File: src/rtl/lut_arb_pkg.sv
// Shared types and default sizing for the LUT port arbiter and its read-return path.
package lut_arb_pkg;

    localparam int LUT_ADDR_WIDTH = 10;
    localparam int LUT_DATA_WIDTH = 16;
    localparam int LUT_STARVE_MAX = 8;

    typedef enum logic [1:0] {
        ST_SHARE = 2'd0,
        ST_DRAIN = 2'd1,
        ST_EXCL  = 2'd2
    } arb_state_t;

    typedef enum logic {
        OWN_LK = 1'b0,
        OWN_CF = 1'b1
    } owner_t;

    typedef struct packed {
        logic   valid;
        owner_t owner;
    } rd_tag_t;

endpackage

File: src/rtl/lut_rd_return.sv
// Tracks reads in flight to the LUT RAM and steers each returned word to the
// requester that issued it, two cycles after the grant.
module lut_rd_return
    import lut_arb_pkg::*;
#(
    parameter int DATA_WIDTH = LUT_DATA_WIDTH
) (
    input  logic                  clk,
    input  logic                  rst,
    input  logic                  issue_valid,
    input  owner_t                issue_owner,
    input  logic [DATA_WIDTH-1:0] ram_rd_data,
    output logic                  read_pending,
    output logic                  lk_valid,
    output logic [DATA_WIDTH-1:0] lk_data,
    output logic                  cf_valid,
    output logic [DATA_WIDTH-1:0] cf_rdata
);

    rd_tag_t               tag_s0;
    rd_tag_t               tag_s1;
    logic [DATA_WIDTH-1:0] lk_data_q;
    logic [DATA_WIDTH-1:0] cf_rdata_q;

    // tag_s0 lines up with the cycle the RAM presents data; tag_s1 with the output cycle
    always_ff @(posedge clk) begin
        if (rst) begin
            tag_s0     <= '0;
            tag_s1     <= '0;
            lk_data_q  <= '0;
            cf_rdata_q <= '0;
        end else begin
            tag_s0 <= '{valid: issue_valid, owner: issue_owner};
            tag_s1 <= tag_s0;
            if (tag_s0.valid && tag_s0.owner == OWN_LK)
                lk_data_q <= ram_rd_data;
            if (tag_s0.valid && tag_s0.owner == OWN_CF)
                cf_rdata_q <= ram_rd_data;
        end
    end

    assign read_pending = tag_s0.valid;
    assign lk_valid     = tag_s1.valid && (tag_s1.owner == OWN_LK);
    assign cf_valid     = tag_s1.valid && (tag_s1.owner == OWN_CF);
    assign lk_data      = lk_data_q;
    assign cf_rdata     = cf_rdata_q;

endmodule

File: src/rtl/lut_port_arbiter.sv
// Shares one single-port LUT RAM between the audio lookup path and the config path.
//   state    | meaning
//   ST_SHARE | both requesters served; lookup wins unless config is starved
//   ST_DRAIN | lookups blocked, waiting for outstanding reads to return
//   ST_EXCL  | config owns the table exclusively (reload in progress)
module lut_port_arbiter
    import lut_arb_pkg::*;
#(
    parameter int ADDR_WIDTH = LUT_ADDR_WIDTH,
    parameter int DATA_WIDTH = LUT_DATA_WIDTH,
    parameter int STARVE_MAX = LUT_STARVE_MAX
) (
    input  logic                  clk,
    input  logic                  rst,
    input  logic                  lk_req,
    input  logic [ADDR_WIDTH-1:0] lk_addr,
    output logic                  lk_gnt,
    output logic [DATA_WIDTH-1:0] lk_data,
    output logic                  lk_valid,
    input  logic                  cf_req,
    input  logic                  cf_we,
    input  logic [ADDR_WIDTH-1:0] cf_addr,
    input  logic [DATA_WIDTH-1:0] cf_wdata,
    input  logic                  cf_excl,
    output logic                  cf_gnt,
    output logic [DATA_WIDTH-1:0] cf_rdata,
    output logic                  cf_valid,
    output logic                  cf_excl_ack,
    output logic [ADDR_WIDTH-1:0] ram_addr,
    output logic                  ram_wr_en,
    output logic [DATA_WIDTH-1:0] ram_wr_data,
    input  logic [DATA_WIDTH-1:0] ram_rd_data
);

    localparam int STARVE_W = $clog2(STARVE_MAX + 1);

    arb_state_t            state;
    logic [STARVE_W-1:0]   starve_cnt;
    logic [ADDR_WIDTH-1:0] last_addr_q;
    logic                  read_pending;
    logic                  issue_valid;
    owner_t                issue_owner;

    always_comb begin
        lk_gnt = 1'b0;
        cf_gnt = 1'b0;
        if (!rst) begin
            case (state)
                ST_SHARE: begin
                    if (cf_req && starve_cnt == STARVE_W'(STARVE_MAX))
                        cf_gnt = 1'b1;
                    else if (lk_req)
                        lk_gnt = 1'b1;
                    else if (cf_req)
                        cf_gnt = 1'b1;
                end
                default: cf_gnt = cf_req;
            endcase
        end
    end

    // Idle cycles keep the previous address on the RAM pins to avoid needless toggling
    assign ram_addr    = lk_gnt ? lk_addr : (cf_gnt ? cf_addr : last_addr_q);
    assign ram_wr_en   = cf_gnt && cf_we;
    assign ram_wr_data = cf_wdata;
    assign cf_excl_ack = (state == ST_EXCL);
    assign issue_valid = lk_gnt || (cf_gnt && !cf_we);
    assign issue_owner = lk_gnt ? OWN_LK : OWN_CF;

    always_ff @(posedge clk) begin
        if (rst) begin
            state       <= ST_SHARE;
            starve_cnt  <= '0;
            last_addr_q <= '0;
        end else begin
            last_addr_q <= ram_addr;
            if (cf_gnt)
                starve_cnt <= '0;
            else if (cf_req && starve_cnt != STARVE_W'(STARVE_MAX))
                starve_cnt <= starve_cnt + STARVE_W'(1);

            case (state)
                ST_SHARE: if (cf_excl) state <= ST_DRAIN;
                ST_DRAIN: begin
                    if (!cf_excl)
                        state <= ST_SHARE;
                    else if (!read_pending)
                        state <= ST_EXCL;
                end
                ST_EXCL:  if (!cf_excl) state <= ST_SHARE;
                default:  state <= ST_SHARE;
            endcase
        end
    end

    lut_rd_return #(
        .DATA_WIDTH(DATA_WIDTH)
    ) u_rd_return (
        .clk         (clk),
        .rst         (rst),
        .issue_valid (issue_valid),
        .issue_owner (issue_owner),
        .ram_rd_data (ram_rd_data),
        .read_pending(read_pending),
        .lk_valid    (lk_valid),
        .lk_data     (lk_data),
        .cf_valid    (cf_valid),
        .cf_rdata    (cf_rdata)
    );

endmodule
File: config.mk
export PLATFORM = sky130hd
export DESIGN_NAME = lut_port_arbiter
export DESIGN_NICKNAME = d
export VERILOG_FILES = /design/src/rtl/lut_arb_pkg.sv /design/src/rtl/lut_rd_return.sv /design/src/rtl/lut_port_arbiter.sv
export SDC_FILE = /design/constraint.sdc
export NUM_CORES = 1
export LEC_CHECK = 0
export ABC_AREA = 1
export CELL_PAD_IN_SITES_DETAIL_PLACEMENT = 0
export CELL_PAD_IN_SITES_GLOBAL_PLACEMENT = 1
export CORE_MARGIN = 2
export CORE_UTILIZATION = 41
export DETAILED_ROUTE_END_ITERATION = 10
export DONT_BUFFER_PORTS = 1
export GPL_ROUTABILITY_DRIVEN = 1
export PLACE_DENSITY_LB_ADDON = 0.1
export SLEW_MARGIN = 20
export SYNTH_ARGS = -nofsm -noshare
export SYNTH_HDL_FRONTEND = slang
export SYNTH_SLANG_ARGS = --single-unit
File: constraint.sdc
create_clock -name clk -period 1.9 [get_ports clk]
set_input_delay 0.19 -clock clk [delete_from_list [all_inputs] [get_ports clk]]
set_output_delay 0.19 -clock clk [all_outputs]
set_load 0.01 [all_outputs]
==> results of run 1 <==
==> power groups by stage <==
stage | logic (W) | registers (W) | clock network (W)
after floorplan | 0.000241 | 0.00124 | 0
after detailed placement | 0.000243 | 0.00125 | 0
after CTS | 0.000268 | 0.00123 | 0.000672
after global placement | 0.000241 | 0.00125 | 0
after global routing | 0.000337 | 0.00124 | 0.000708
final | 0.000289 | 0.00123 | 0.000635
==> registers in the layout (all words and copies together), names as in the netlist <==
signal                    cells
u_rd_return.tag_s1            2
u_rd_return.tag_s0            1
last_addr_q                  10
u_rd_return.read_pending      1
u_rd_return.lk_data          16
starve_cnt                    4
u_rd_return.cf_rdata         16
state                         2
==> through the flow <==
step / util, % / setup TNS, ns / total power (W) / area [sq um]
after floorplan: - / 0 / 0.00148 / 2220
after global placement: 41.7 / 0 / 0.00149 / 2160
after detailed placement: 41.7 / 0 / 0.00150 / 2160
after CTS: 45.2 / 0 / 0.00217 / 2340
after global routing: 47.1 / -0.0805 / 0.00228 / 2430
final: 47.1 / 0 / 0.00215 / 2430
==> Yosys cell counts (all sizes together) <==
cell type	n	share of area, %
nand2	36	6.3
dfxtp	52	47
a21oi	6	1.4
inv	26	4.4
nand4	2	0.84
clkbuf	6	1.0
buf	23	7.5
ha	2	1.1
nor3	1	0.23
o21ai	34	7.7
or2	11	3.1
nor2	82	14
nand3	24	5.6
==> kinds of logic after synthesis <==
family | Yosys count
AND/OR/NAND/NOR | 156
flip-flops | 52
adder cells (fa/ha/maj) | 2
buffers and inverters | 55
AO/OA/AOI/OAI | 40
==> layer usage <==
| metal | routed length, microns | global-route usage, % |
|---|---|---|
| met1 | 2400 | 22.1 |
| met4 | 52 | 5.54 |
| met3 | 415 | 7.09 |
| met5 | 0 | 0 |
| met2 | 2360 | 28.4 |
==> worst min path at each step <==
stage                         from                     end  slack (ns)
floorplan                      rst                state[1]        0.26
global placement               rst                state[1]        0.26
detailed placement             rst                state[1]        0.26
CTS                        cf_excl                state[0]       0.005
global route        ram_rd_data[4]  u_rd_return.lk_data[4]        0.02
finish                     cf_excl                state[0]        0.02
==> cell type report <==
| class | instances | area (sq um) |
|---|---|---|
| Tap cell | 70 | 87.6 |
| Clock buffer | 6 | 82.6 |
| Clock inverter | 2 | 10.0 |
| Sequential cell | 52 | 1040 |
| Inverter | 26 | 97.6 |
| Fill cell | 526 | 2740 |
| Timing Repair Buffer | 12 | 120 |
| Multi-Input combinational cell | 200 | 993 |
==> timing repair <==
item,4_1_cts,5_1_grt
gates cloned,2,1
setup endpoints to repair,10,10
endpoints found under the hold margin,15,0
pin swaps,4,2
resized for setup,9,19
hold buffers,2,0
buffers inserted,1,3
==> results.py, run 1 <==
metrics = {
    "run_status": {
        "outcome": "completed",
    },
    "floorplan": {
        "core_area_sq_um": 5170,
        "die_h_microns": 77.6,
        "fp.dieW_microns": 77.6,
        "start_util_pct": 43.0,
        "rows": 26,
        "num_io_pins": 122,
        "die_area_sq_um": 6020,
    },
    "global_route": {
        "antenna_found_initial": 0,
        "grt_pass1_vias": 1796,
        "grt_max_degree": 27,
        "grt_util_all_layers_pct": 17.8,
        "grt_pass1_wl_microns": 8580,
        "grt_overflow": 0,
    },
    "critical_path": {
        "cp-start-kind": "flop",
        "crit_slowest_cell": "dfxtp_2",
        "worstReg2RegStart": "starve_cnt[1]",
        "worstSetupStartpoint": "starve_cnt[1]",
        "cp-endpoint": "ram_addr[6]",
        "max_stage_delay_ns": 0.35,
        "path_cells": "inv_2 > ha_4 > nand4_4 > nand2_4 > clkbuf_16 > nand3_1 > nand3_1 > nand2_1 > inv_2",
        "timing.rr.end": "last_addr_q[2]",
        "cp_data_arrival_time_ns": 1.63,
        "critPathMaxFanout": 5,
        "critical_path_required_ns": 1.71,
        "crit_cells": 9,
        "critical_path.top_delay_family": "simple AND/OR/NAND/NOR gates",
        "ff2ff_path_depth": 8,
        "setup.worst_path.class": "flop to output port",
        "r2r_slack_ns": 0.45,
        "path_buf_inv": 3,
        "end_kind": "output port",
    },
    "route": {
        "firstDrtPassIters": 4,
        "ant_nets": 0,
        "routed_via_density": 4.86,
        "wire_per_inst_microns": 14.2,
        "drt_iter0_drc": 87,
        "routed_wirelength_microns": 5230,
        "num_vias": 1790,
        "drc": 0,
    },
    "cells_and_area": {
        "layout_commonest_cell": "nor2_1",
        "final_nets": 357,
        "antenna_cells": 0,
        "syn2layout_area_growth_pct": 9.57,
        "layout-drive-gt1-share_pct": 15.1,
        "final_cells": 368,
        "most-common-layout-cells": "nor2_1, dfxtp_1, o21ai_0",
    },
    "timing": {
        "setup_viol": 0,
        "clock_skew_ns": 0.00761,
        "finalHoldViolCount": 0,
        "maxSlewHeadroom_pct": 61.1,
        "tightest_slew_ns": 0.582,
        "fin_crit_ns": 1.82,
        "fmax_mhz": 551,
        "rsz0062_at_grt": "true",
        "fin_crit_sh_pct": 95.6,
        "setup_ws_ns": 0.0843,
        "finalMaxSlewViolations": 0,
        "hold_slack_ns": 0.0217,
    },
    "place": {
        "place_inst": 351,
        "globalplace.congestion": 0.827,
        "post-place-ws_ns": 0.0557,
        "hpwl_microns": 3410,
        "numPortBuffers": 0,
    },
    "clocking": {
        "htree_levels": 2,
        "numCtsBuffers": 5,
        "tritoncts": "built",
        "cts.sinks": 52,
        "clk_pin_slew_worst_paths_ns": 0.09,
        "clock_path_buffers": 2,
        "ctsRootBufferMaster": "clkbuf_8",
        "clk_latency_ns": 0.30,
    },
    "job": {
        "drv_cap": 0,
    },
    "pwr": {
        "p_switching_w": 0.000594,
        "p_comb_share_pct": 13.5,
        "power_density_nw_per_um2": 883,
        "internal_power_w": 0.00156,
        "pwr-share-seq_pct": 57.0,
        "power_leakage_nw": 1.06,
        "p_clk_share_pct": 29.5,
        "switching_share_pct": 27.6,
        "ir_drop_mv": 0.411,
    },
    "worst_hold_path": {
        "hp-class": "primary input to flop",
        "min_delay_path_depth": 2,
    },
    "yosys": {
        "ys_seq_area_share_pct": 46.8,
        "synth_xor_area_share_pct": 0,
        "synthDistinctLibCells": 23,
        "synthCells": 305,
        "synth_top_family_by_area": "simple AND/OR/NAND/NOR gates",
        "syn_area_sq_um": 2220,
        "synthSimpleGateAreaFrac_pct": 30.1,
        "synth_compound_area_share_pct": 9.01,
        "synth_adder_area_share_pct": 1.13,
        "synth-seq-cells": 52,
        "synth_mux_area_share_pct": 0,
        "synthesis.nets": 365,
        "avgSynthCellArea_sq_um": 7.29,
        "yosysWarnings": 0,
    },
}
No activity file was read; power rests on OpenSTA's default activity.
==> run 2, diff against run 1 <==
--- a/config.mk
+++ b/config.mk
@@ -13,6 +13,7 @@
 export DETAILED_ROUTE_END_ITERATION = 10
 export DONT_BUFFER_PORTS = 1
 export GPL_ROUTABILITY_DRIVEN = 1
+export HOLD_SLACK_MARGIN = 0.1
 export PLACE_DENSITY_LB_ADDON = 0.1
 export SLEW_MARGIN = 20
 export SYNTH_ARGS = -nofsm -noshare
==> run 2 against run 1 <==
  * Count of clock-buffer cells in the layout stayed put
  * Worst hold slack better by 0.11 ns
  * Cell count grew 5.2%
  * Clock skew shrank 0.0014 ns
  * Flip-flop and latch count is the same
  * Die area unchanged
  * Highest routed layer unchanged
==> results.py, run 2 (synthesis gave the netlist of run 1 again) <==
metrics = {
    "run_status": {
        "outcome": "completed",
    },
    "timing": {
        "hold_slack_ns": 0.128,
        "finalMaxSlewViolations": 0,
        "rsz0062_at_grt": "true",
        "setup_viol": 0,
        "maxSlewHeadroom_pct": 61.1,
        "tightest_slew_ns": 0.581,
        "fin_crit_sh_pct": 95.9,
        "clock_skew_ns": 0.00623,
        "fmax_mhz": 549,
        "fin_crit_ns": 1.82,
        "tns_ns": 0,
        "finalHoldViolCount": 0,
        "setup_ws_ns": 0.0771,
    },
    "floorplan": {
        "rows": 26,
        "num_io_pins": 122,
        "start_util_pct": 43.0,
        "core_area_sq_um": 5170,
        "die_h_microns": 77.6,
        "die_area_sq_um": 6020,
        "fp.dieW_microns": 77.6,
    },
    "cells_and_area": {
        "final_nets": 376,
        "syn2layout_area_growth_pct": 18.1,
        "layout_commonest_cell": "nor2_1",
        "stdcell_area_sq_um": 2630,
        "layout-drive-gt1-share_pct": 14.2,
        "antenna_cells": 0,
        "most-common-layout-cells": "nor2_1, dfxtp_1, o21ai_0",
    },
    "place": {
        "post_dp_cell_area_sq_um": 2160,
        "globalplace.congestion": 0.827,
        "hpwl_microns": 3410,
        "post-place-ws_ns": 0.0557,
        "numPortBuffers": 0,
    },
    "clocking": {
        "htree_levels": 2,
        "tritoncts": "built",
        "clock_path_buffers": 2,
        "clk_pin_slew_worst_paths_ns": 0.09,
        "ctsRootBufferMaster": "clkbuf_8",
        "numCtsBuffers": 5,
        "cts.sinks": 52,
        "clk_latency_ns": 0.30,
    },
    "route": {
        "wire_per_inst_microns": 13.8,
        "drc": 0,
        "num_vias": 1870,
        "ant_nets": 0,
        "drt_iter0_drc": 79,
        "routed_via_density": 4.83,
        "routed_wirelength_microns": 5340,
        "firstDrtPassIters": 4,
    },
    "critical_path": {
        "cp_data_arrival_time_ns": 1.63,
        "end_kind": "output port",
        "critical_path_required_ns": 1.71,
        "critPathMaxFanout": 6,
        "setup.worst_path.class": "flop to output port",
        "r2r_slack_ns": 0.41,
        "cp-start-kind": "flop",
    },
    "pwr": {
        "power.total_w": 0.00219,
        "power_density_nw_per_um2": 835,
        "power_leakage_nw": 1.15,
        "ir_drop_mv": 0.415,
    },
    "global_route": {
        "grt_pass1_vias": 1874,
        "grt_util_all_layers_pct": 18.2,
        "grt_pass1_wl_microns": 8780,
        "grt_max_degree": 27,
        "antenna_found_initial": 0,
        "grt_overflow": 0,
    },
    "worst_hold_path": {
        "hp-class": "primary input to flop",
    },
    "job": {
        "drv_cap": 0,
    },
}
-- run 2: cell count changes in the layout (fill, tap and decap cells not counted), sizes merged --
cell | previous run | this run
dlygate4sd3 | 2 | 21
-- run 2: per-layer routing --
metal / track usage [%] / part of all wire [%]
met3: 6.51 / 7.1
met1: 22.7 / 46
met5: 0 / 0
met4: 5.54 / 0.90
met2: 29.2 / 46
-- run 2: path summary, 6_finish.rpt --
path	startpoint	end	cells past startpoint
worst max register to register	state[1]	state[1]	5
worst max-delay path	starve_cnt[1]	ram_addr[2]	8
worst min register to register	u_rd_return.tag_s0[0]	u_rd_return.tag_s1[0]	2
worst min-delay path	cf_req	starve_cnt[0]	3
-- run 2: power breakdown --
part	switching, W	leakage (nW)	internal [W]
Sequential	0.0000622	0.427	0.00116
Clock	0.000350	0.0510	0.000291
Combinational	0.000198	0.667	0.000126
-- run 2: per-stage QoR --
stage / instances / utilization [%]
final: 387 / 50.7
after global routing: 387 / 50.7
after CTS: 383 / 48.9
after detailed placement: 351 / 41.7
after global placement: 351 / 41.7
after floorplan: 305 / -
-- run 2: what timing repair did --
action,4_1_cts,5_1_grt
hold endpoints to repair,49,0
gates resized for setup,9,19
setup endpoints to repair,10,10
cloned,2,1
buffers inserted,1,3
pin swaps,4,2
hold buffers,21,0
-- run 2: cell type report --
class / instances / area [sq um]
Fill cell: 516 / 2550
Sequential cell: 52 / 1040
Multi-Input combinational cell: 200 / 993
Timing Repair Buffer: 31 / 310
Inverter: 26 / 97.6
Tap cell: 70 / 87.6
Clock buffer: 6 / 82.6
Clock inverter: 2 / 10.0
-- run 2: worst max-delay path, cell delays in order (launching register included) --
cell and delay [ns]:
dfxtp_2 0.36, inv_2 0.06, ha_4 0.16, nand4_4 0.12, buf_4 0.13, nand3_4 0.11, or2_1 0.24, nand2_1 0.10
inv_2 0.06
==> run 3, diff against run 2 <==
--- a/config.mk
+++ b/config.mk
@@ -9,7 +9,8 @@
 export CELL_PAD_IN_SITES_DETAIL_PLACEMENT = 0
 export CELL_PAD_IN_SITES_GLOBAL_PLACEMENT = 1
 export CORE_MARGIN = 2
-export CORE_UTILIZATION = 41
+export CORE_UTILIZATION = 44
+export CTS_BUF_LIST = sky130_fd_sc_hd__clkbuf_2
 export DETAILED_ROUTE_END_ITERATION = 10
 export DONT_BUFFER_PORTS = 1
 export GPL_ROUTABILITY_DRIVEN = 1
==> run 3 against run 2 <==
  * The run now ends with setup timing left
  * Non-clock buffer count grew 21
  * Setup slack lost 0.18 ns
  * Sequential power is essentially flat
==> results.py, run 3 (synthesis gave the netlist of run 1 again) <==
metrics = {
    "run_status": {
        "outcome": "complete, but fails checks",
        "violations": "setup timing",
    },
    "critical_path": {
        "critical_path_required_ns": 1.71,
        "critPathMaxFanout": 5,
        "cp-start-kind": "flop",
        "end_kind": "output port",
        "cp_data_arrival_time_ns": 1.82,
        "setup.worst_path.class": "flop to output port",
        "r2r_slack_ns": -0.04,
    },
    "route": {
        "ant_nets": 0,
        "route.met3.wl_microns": 475,
        "routed_via_density": 4.83,
        "routed-wl-met2_microns": 2900,
        "firstDrtPassIters": 4,
        "routedLengthMet1_microns": 2260,
        "routed_wirelength_microns": 5720,
        "wire_per_inst_microns": 14.2,
        "highest_layer": "met4",
        "drc": 0,
        "drt_iter0_drc": 91,
        "num_vias": 1951,
    },
    "clocking": {
        "numCtsBuffers": 5,
        "tritoncts": "built",
        "ctsRootBufferMaster": "clkbuf_2",
        "clk_latency_ns": 0.42,
        "htree_levels": 2,
        "clk_pin_slew_worst_paths_ns": 0.24,
        "cts.sinks": 52,
        "clock_path_buffers": 2,
    },
    "cells_and_area": {
        "layout_commonest_cell": "nor2_1",
        "most-common-layout-cells": "nor2_1, dfxtp_1, dlygate4sd3_1",
        "stdcell_area_sq_um": 2870,
        "final_nets": 396,
        "layout-drive-gt1-share_pct": 24.0,
        "antenna_cells": 0,
        "final_cells": 404,
        "syn2layout_area_growth_pct": 29.3,
    },
    "pwr": {
        "power.total_w": 0.00218,
        "power_leakage_nw": 1.26,
        "power_density_nw_per_um2": 760,
        "ir_drop_mv": 0.358,
    },
    "floorplan": {
        "die_area_sq_um": 5630,
        "num_io_pins": 122,
        "fp.dieW_microns": 75.1,
        "start_util_pct": 46.4,
        "die_h_microns": 75.1,
        "core_area_sq_um": 4790,
        "rows": 25,
    },
    "timing": {
        "fmax_mhz": 498,
        "rsz0062_at_grt": "true",
        "finalMaxSlewViolations": 0,
        "clock_skew_ns": 0.00870,
        "setup_ws_ns": -0.107,
        "setup_viol": 13,
        "maxSlewHeadroom_pct": 64.2,
        "fin_crit_sh_pct": 106,
        "fin_crit_ns": 2.01,
        "hold_slack_ns": 0.148,
        "tightest_slew_ns": 0.536,
        "finalHoldViolCount": 0,
    },
    "worst_hold_path": {
        "hp-class": "primary input to flop",
    },
    "global_route": {
        "antenna_found_initial": 0,
        "grt_util_all_layers_pct": 20.1,
        "grt_max_degree": 35,
        "grt_pass1_vias": 1835,
        "grt_overflow": 0,
        "grt_pass1_wl_microns": 8580,
    },
    "place": {
        "globalplace.congestion": 0.711,
        "hpwl_microns": 3450,
        "place_inst": 348,
        "post_dp_cell_area_sq_um": 2150,
        "numPortBuffers": 0,
    },
    "job": {
        "drv_cap": 0,
    },
}
## run 3: critical path, cell delays in order, from the launching register on
cell and delay [ns]:
dfxtp_2 0.39, inv_2 0.05, ha_4 0.16, nand4_4 0.13
buf_6 0.12, nand3_2 0.10, or2_0 0.28, nand2_2 0.12
inv_2 0.05
## run 3: final timing paths
check	end	cells past startpoint	start
hold / removal	last_addr_q[5]	4	lk_addr[5]
setup reg to reg	last_addr_q[4]	10	starve_cnt[0]
setup / recovery	ram_addr[7]	8	starve_cnt[1]
hold reg to reg	state[0]	1	state[0]
## run 3: power breakdown
group | leakage, nW | internal, W | switching, W
registers | 0.428 | 0.00117 | 0.0000658
logic | 0.791 | 0.000175 | 0.000224
clock network | 0.0380 | 0.000214 | 0.000336
## run 3: what timing repair did
item | in CTS | in global routing
setup endpoints to repair | 13 | 16
hold endpoints to repair | 52 | 3
buffers inserted | 8 | 1
cloned | 1 | 0
resized for setup | 26 | 38
pin swaps | 9 | 18
hold buffers | 33 | 6
## run 3: cell type report
cell class / instances / area [sq um]
clock inverters: 3 / 37.5
repair buffers: 52 / 504
well taps: 67 / 83.8
inverters: 26 / 100
fillers: 485 / 1910
clock buffers: 5 / 25.0
multi-input cells: 199 / 1080
flip-flops and latches: 52 / 1040
## run 3: routing by layer
| layer | GRT usage, % | vias up |
|---|---|---|
| met5 | 0 | - |
| met4 | 5.95 | 0 |
| met3 | 5.35 | 11 |
| met2 | 37.1 | 72 |
| met1 | 22.5 | 863 |
| li1 | - | 1005 |
## run 3: through the flow
step / utilization (%) / setup TNS, ns / setup slack (ns)
2_1_floorplan: - / 0 / 0.422
4_1_cts: 56.0 / -0.403 / -0.0530
6_report: 60.1 / -0.578 / -0.107
3_3_place_gp: 45.0 / 0 / 0.221
5_1_grt: 60.1 / -2.15 / -0.213
3_5_place_dp: 45.0 / 0 / 0.215
